==> src/rtl/cpu_pkg.sv <==
// Shared definitions for the parametrised accumulator CPU:
// instruction field widths, opcode values and the control FSM state encoding.
package cpu_pkg;

    localparam int OPC_BITS = 5;
    localparam int F_BITS   = 3;
    localparam int NUM_REGS = 1 << F_BITS;

    localparam logic [OPC_BITS-1:0] OP_NOP    = 5'h00;
    localparam logic [OPC_BITS-1:0] OP_LDI    = 5'h01;
    localparam logic [OPC_BITS-1:0] OP_ADDI   = 5'h02;
    localparam logic [OPC_BITS-1:0] OP_ADD    = 5'h03;
    localparam logic [OPC_BITS-1:0] OP_SUB    = 5'h04;
    localparam logic [OPC_BITS-1:0] OP_AND    = 5'h05;
    localparam logic [OPC_BITS-1:0] OP_OR     = 5'h06;
    localparam logic [OPC_BITS-1:0] OP_XOR    = 5'h07;
    localparam logic [OPC_BITS-1:0] OP_GETACC = 5'h08;
    localparam logic [OPC_BITS-1:0] OP_SETACC = 5'h09;
    localparam logic [OPC_BITS-1:0] OP_LOAD   = 5'h0A;
    localparam logic [OPC_BITS-1:0] OP_STORE  = 5'h0B;
    localparam logic [OPC_BITS-1:0] OP_JZ     = 5'h0C;
    localparam logic [OPC_BITS-1:0] OP_SHL    = 5'h0D;
    localparam logic [OPC_BITS-1:0] OP_HALT   = 5'h1F;

    typedef enum logic [1:0] {
        FETCH = 2'd0,
        EXEC  = 2'd1,
        MEM   = 2'd2,
        HALT  = 2'd3
    } state_t;

    // Instruction byte layout: opcode in [7:3], immediate / register index in [2:0].
    typedef struct packed {
        logic [OPC_BITS-1:0] opcode;
        logic [F_BITS-1:0]   f;
    } instr_t;

endpackage

==> src/rtl/cpu_regfile.sv <==
// Eight-entry general register file: one synchronous write port, one combinational read port.
module cpu_regfile
    import cpu_pkg::*;
#(
    parameter int BITS = 8
) (
    input  logic              clk,
    input  logic              rst_n,
    input  logic              we,
    input  logic [F_BITS-1:0] waddr,
    input  logic [BITS-1:0]   wdata,
    input  logic [F_BITS-1:0] raddr,
    output logic [BITS-1:0]   rdata
);

    logic [BITS-1:0] regs [NUM_REGS];

    // NOTE: an array this small is plain flops, so clearing every entry on reset is cheap;
    // a large RAM would be left unreset so it can still map onto a memory macro.
    always_ff @(posedge clk or negedge rst_n) begin
        if (!rst_n) begin
            for (int i = 0; i < NUM_REGS; i++) begin
                regs[i] <= '0;
            end
        end else if (we) begin
            regs[waddr] <= wdata;
        end
    end

    assign rdata = regs[raddr];

endmodule

==> src/rtl/acc_cpu_core.sv <==
// Parametrised accumulator CPU: FETCH/EXEC/MEM/HALT control FSM and ALU,
// sharing one req/ack bus between instruction fetch and RAM data access.
module acc_cpu_core
    import cpu_pkg::*;
#(
    parameter int BITS      = 8,
    parameter int ADDR_BITS = 8
) (
    input  logic                 clk,
    input  logic                 reset,
    output logic                 bus_req,
    input  logic                 bus_ack,
    output logic                 bus_rom_ram,
    output logic                 bus_we,
    output logic [ADDR_BITS-1:0] bus_addr,
    output logic [BITS-1:0]      bus_wdata,
    input  logic [BITS-1:0]      bus_rdata,
    output logic [BITS-1:0]      acc_out,
    output logic                 halted,
    output logic                 illegal
);

    state_t               state, state_next;
    logic [ADDR_BITS-1:0] pc, pc_next;
    logic [BITS-1:0]      acc, acc_next;
    instr_t               instr, instr_next;
    logic                 illegal_q, illegal_next;

    logic                 rf_we;
    logic [BITS-1:0]      rf_rdata;
    logic [BITS-1:0]      imm;
    logic [ADDR_BITS-1:0] pc_inc;
    logic [ADDR_BITS-1:0] reg_addr;
    logic                 xfer_done;

    cpu_regfile #(.BITS(BITS)) u_regfile (
        .clk   (clk),
        .rst_n (reset),
        .we    (rf_we),
        .waddr (instr.f),
        .wdata (acc),
        .raddr (instr.f),
        .rdata (rf_rdata)
    );

    assign imm       = BITS'(instr.f);
    assign pc_inc    = pc + ADDR_BITS'(1);
    assign reg_addr  = ADDR_BITS'(rf_rdata);
    assign xfer_done = bus_req && bus_ack;

    // Gating with reset drops a pending request the instant reset asserts, without waiting for a clock.
    assign bus_req     = reset && ((state == FETCH) || (state == MEM));
    assign bus_rom_ram = (state == MEM);
    assign bus_we      = (state == MEM) && (instr.opcode == OP_STORE);
    assign bus_addr    = (state == MEM) ? reg_addr : pc;
    assign bus_wdata   = acc;
    assign acc_out     = acc;
    assign halted      = (state == HALT);
    assign illegal     = illegal_q;

    // NOTE: every output of this block gets a default first, so no path leaves one unassigned and no latch is inferred.
    always_comb begin
        state_next   = state;
        pc_next      = pc;
        acc_next     = acc;
        instr_next   = instr;
        illegal_next = illegal_q;
        rf_we        = 1'b0;

        case (state)
            FETCH: begin
                if (xfer_done) begin
                    instr_next = instr_t'(bus_rdata[7:0]);
                    state_next = EXEC;
                end
            end

            EXEC: begin
                state_next = FETCH;
                pc_next    = pc_inc;
                case (instr.opcode)
                    OP_NOP:    ;
                    OP_LDI:    acc_next = imm;
                    OP_ADDI:   acc_next = acc + imm;
                    OP_ADD:    acc_next = acc + rf_rdata;
                    OP_SUB:    acc_next = acc - rf_rdata;
                    OP_AND:    acc_next = acc & rf_rdata;
                    OP_OR:     acc_next = acc | rf_rdata;
                    OP_XOR:    acc_next = acc ^ rf_rdata;
                    OP_GETACC: rf_we    = 1'b1;
                    OP_SETACC: acc_next = rf_rdata;
                    OP_LOAD, OP_STORE: begin
                        pc_next    = pc;
                        state_next = MEM;
                    end
                    OP_JZ: begin
                        if (acc == '0) begin
                            pc_next = reg_addr;
                        end
                    end
                    OP_SHL:    acc_next = acc << instr.f;
                    OP_HALT: begin
                        pc_next    = pc;
                        state_next = HALT;
                    end
                    default: begin
                        pc_next      = pc;
                        illegal_next = 1'b1;
                        state_next   = HALT;
                    end
                endcase
            end

            MEM: begin
                if (xfer_done) begin
                    if (instr.opcode == OP_LOAD) begin
                        acc_next = bus_rdata;
                    end
                    pc_next    = pc_inc;
                    state_next = FETCH;
                end
            end

            HALT: ;
        endcase
    end

    // NOTE: state registers use non-blocking assignments so every flop samples pre-edge values regardless of block order.
    always_ff @(posedge clk or negedge reset) begin
        if (!reset) begin
            state     <= FETCH;
            pc        <= '0;
            acc       <= '0;
            instr     <= '0;
            illegal_q <= 1'b0;
        end else begin
            state     <= state_next;
            pc        <= pc_next;
            acc       <= acc_next;
            instr     <= instr_next;
            illegal_q <= illegal_next;
        end
    end

endmodule

==> config.mk <==
export PLATFORM = sky130hd
export DESIGN_NAME = acc_cpu_core
export DESIGN_NICKNAME = d
export VERILOG_FILES = /design/src/rtl/cpu_pkg.sv /design/src/rtl/cpu_regfile.sv /design/src/rtl/acc_cpu_core.sv
export SDC_FILE = /design/constraint.sdc
export NUM_CORES = 1
export LEC_CHECK = 0
export ABC_AREA = 1
export CAP_MARGIN = 15
export CORE_ASPECT_RATIO = 1.1
export CORE_MARGIN = 1
export CORE_UTILIZATION = 25
export CTS_CLUSTER_SIZE = 40
export DETAILED_ROUTE_END_ITERATION = 8
export PLACE_DENSITY = 0.48
export SKIP_CTS_REPAIR_TIMING = 1
export SLEW_MARGIN = 20
export SYNTH_ARGS = -nofsm -noshare
export SYNTH_HDL_FRONTEND = slang
export SYNTH_SLANG_ARGS = --single-unit
==> constraint.sdc <==
create_clock -name clk -period 3.4 [get_ports clk]
set_input_delay 0.51 -clock clk [delete_from_list [all_inputs] [get_ports clk]]
set_output_delay 0.51 -clock clk [all_outputs]
set_load 0.1 [all_outputs]
==> results by group <==
Clock network
  – TritonCTS clock tree: yes
  – Root buffer cell: clkbuf_16
  – Clk slew on worst S/H paths: 0.07 ns
  – H-tree levels: 3
  – CTS buffer count: 9
  – Clk_lat worst skew: 0.35 ns
  – Max Root-Sink Buffers: 2
  – Sink Count: 91

Synth
  – Sequential-to-total area share from yosys stat: 0.372
  – Fraction of registers with async set/reset: 1.00
  – Mapped Area: 6120 µm²
  – Mapped Nets: 886
  – Cells taking the most area after synthesis: dfrtp_1 (37%), nand2_1 (16%), o21ai_0 (9.7%)
  – Synth area leader: dfrtp_1
  – Syn Inst Count: 843
  – Ys flop type: dfrtp_1
  – Distinct cells, synth: 46
  – Synth top area share: 0.372
  – Yosys warns: 0
  – Syn Area/Cell: 7.26 µm²
  – Post-synthesis register bit count: 91
  – Post-synth EDFFs: 0

Worst setup path
  – CP Class: flip-flop to flip-flop
  – Startpoint types: flip-flop
  – Worst EP required: 3.68 ns
  – Worst path top cell family by delay: simple AND/OR/NAND/NOR gates
  – CP max FO: 8
  – Crit path DAT: 3.50 ns
  – Critical path buffer and inverter count: 4
  – Worst path max stage delay: 0.48 ns
  – Worst path slowest cell: dfrtp_2
  – Most used cell, CP: nand2_1
  – CP Cell Sequence: clkinv_4 > buf_8 > buf_2 > nand2_1 > nand2_1 > nand2_1 > nand2_1 > nand2_2 > nand2_4 > nor2_1 > o311ai_0 > o21ai_1 > ha_1 > buf_4 > nand2_1 > nand2_1 > a21oi_2 > xnor2_1 > nand2_1 > o2111ai_1 > nand2_1 > a22oi_2
  – CP Capture Type: flip-flop

Timing
  – Final period util: 0.949
  – Clock period minus worst slack: 3.23 ns
  – Final Hold Viols: 0
  – Final Skew: 0.00868 ns
  – Slew Limit Fails: 0
  – Fin Hold WS: 0.290 ns
  – Final setup fails: 0
  – Worst rel slew slack: 0.351
  – FMAX: 310 MHz
  – Tightest Pin Transition: 0.971 ns

Cells and area
  – Core Util, Final: 0.320
  – Antenna Cells: 0
  – Sequential cell area: 2280 µm²
  – Commonest non-fill, non-tap cell in the layout: nand2_1
  – Multi-input gate area: 3370 µm²
  – Syn-to-layout area delta: 24.8%
  – Layout cell share with drive strength beyond 1: 0.209
  – Most frequent cells in the layout: nand2_1 (260), o21ai_0 (106), dfrtp_1 (88)
  – Final Non-Filler Cells: 1223
  – Final-stage net count: 956
  – Fill cells: 2581

Floorplan
  – Site row count: 59
  – Die Y: 166 µm
  – CORE AREA: 23800 µm²
  – Die X: 151 µm
  – Initial Util: 0.257
  – Full die area: 25100 µm²
  – I/O pin count: 40

Run
  – # Max-Cap Violations: 0

Global routing
  – Initial antenna violation count: 0
  – First-pass GRT wire length: 32000 µm
  – Pin count of the biggest net entering global routing: 53
  – Met1 Usage GRT: 0.219
  – Vias in the first global route: 5565
  – Overall routing resource usage: 0.168
  – GR Layer Usage met2: 0.279
  – GRT Max-Usage Layer: met2
  – Met3 usage: 0.0335
  – Final global-route overflow total: 0

Route
  – Post-route DRC: 0
  – Routed wire length: 20600 µm
  – Pre-antenna DRT Iters: 5
  – Initial DRC count: 317
  – Via density: 4.69
  – Remaining antenna violation count: 0
  – Drt wl/cell: 16.8 µm
  – Routed vias: 5730

Pwr
  – Cell Pwr Density: 296 nW/µm²
  – Total Power Consumption: 2.26 mW
  – Max VDD drop: 0.220 mV
  – Pleak: 3.65 nW

Placement
  – Post-DP HPWL: 14900 µm
  – RePlAce Congestion: 0.881
  – Port Buffer Count: 39
  – Inst Count DP: 1188

Hold path
  – Min-delay worst type: input pin to async pin

Outcome
  – Outcome: completed
[path summary, 6_finish.rpt]
| check | startpoint | end | slack [ns] | cells after the start |
|---|---|---|---|---|
| min in group clk | u_regfile.regs[44] | u_regfile.regs[44] | 0.49 | 2 |
| max in group asynchronous | reset | imm[0] | 1.93 | 3 |
| max reg2reg | imm[0] | acc_out[6] | 0.17 | 22 |
| max | imm[0] | acc_out[6] | 0.17 | 22 |
| min | reset | state[1] | 0.29 | 2 |
| min reg2reg | u_regfile.regs[44] | u_regfile.regs[44] | 0.49 | 2 |
[layer usage]
layer,wire length [µm],up-vias
li1,-,2886
met1,9270,2657
met2,9910,146
met3,880,41
met4,530,0
met5,0,-
[registers in the layout (all words and copies together) (netlist names)]
signal          cells
illegal             1
state               2
u_regfile.regs     64
pc                  8
imm                 3
instr               5
acc_out             8
[stage by stage]
stage | setup slack, ns | area (µm²) | setup TNS, ns
after detailed placement | -0.0531 | 7010 | -0.0531
after floorplan | -0.317 | 6150 | -0.810
final | 0.173 | 7640 | 0
after global placement | -0.0189 | 7010 | -0.0189
after CTS | -0.0654 | 7340 | -0.0865
after global routing | -0.111 | 7640 | -0.129
[synthesized netlist by cell type (5+ instances only)]
master	count
nor2_4	8
nor2_2	5
dfrtp_1	91
o21ai_1	8
nand3_1	26
buf_4	10
a221oi_1	5
ha_1	31
nor2_1	42
buf_6	10
o21ai_0	119
nand2_1	263
a21oi_1	22
a22oi_1	5
o22ai_1	8
nor3_1	10
inv_1	86
clkbuf_1	19
inv_2	5
o211ai_1	7
nand2_2	17
[final cells by class]
type,instances,area share
Multi-Input combinational cell,617,0.441
Clock buffer,10,0.0300
Timing Repair inverter,1,0.000819
Clock inverter,6,0.0126
Timing Repair Buffer,102,0.121
Sequential cell,91,0.299
Inverter,91,0.0454
Tap cell,305,0.0500
[power breakdown]
| part | total [mW] | switching, mW | leakage (nW) | internal, mW |
|---|---|---|---|---|
| logic | 0.0400 | 0.0286 | 2.35 | 0.0114 |
| registers | 1.08 | 0 | 1.14 | 1.08 |
| clock network | 1.14 | 0.481 | 0.156 | 0.656 |
[cell families (layout without fill, tap and decap cells)]
logic type / Yosys count / after routing / share of synthesized area
xor gates and xnor gates: 3 / 3 / 0.00429
buffers and inverters: 135 / 210 / 0.103
AOI/OAI and AO/OA: 195 / 195 / 0.180
adders and majority gates: 32 / 32 / 0.0666
and+or+nand+nor: 387 / 387 / 0.274
DFF: 91 / 91 / 0.372
(Power assumes the default switching activity.)
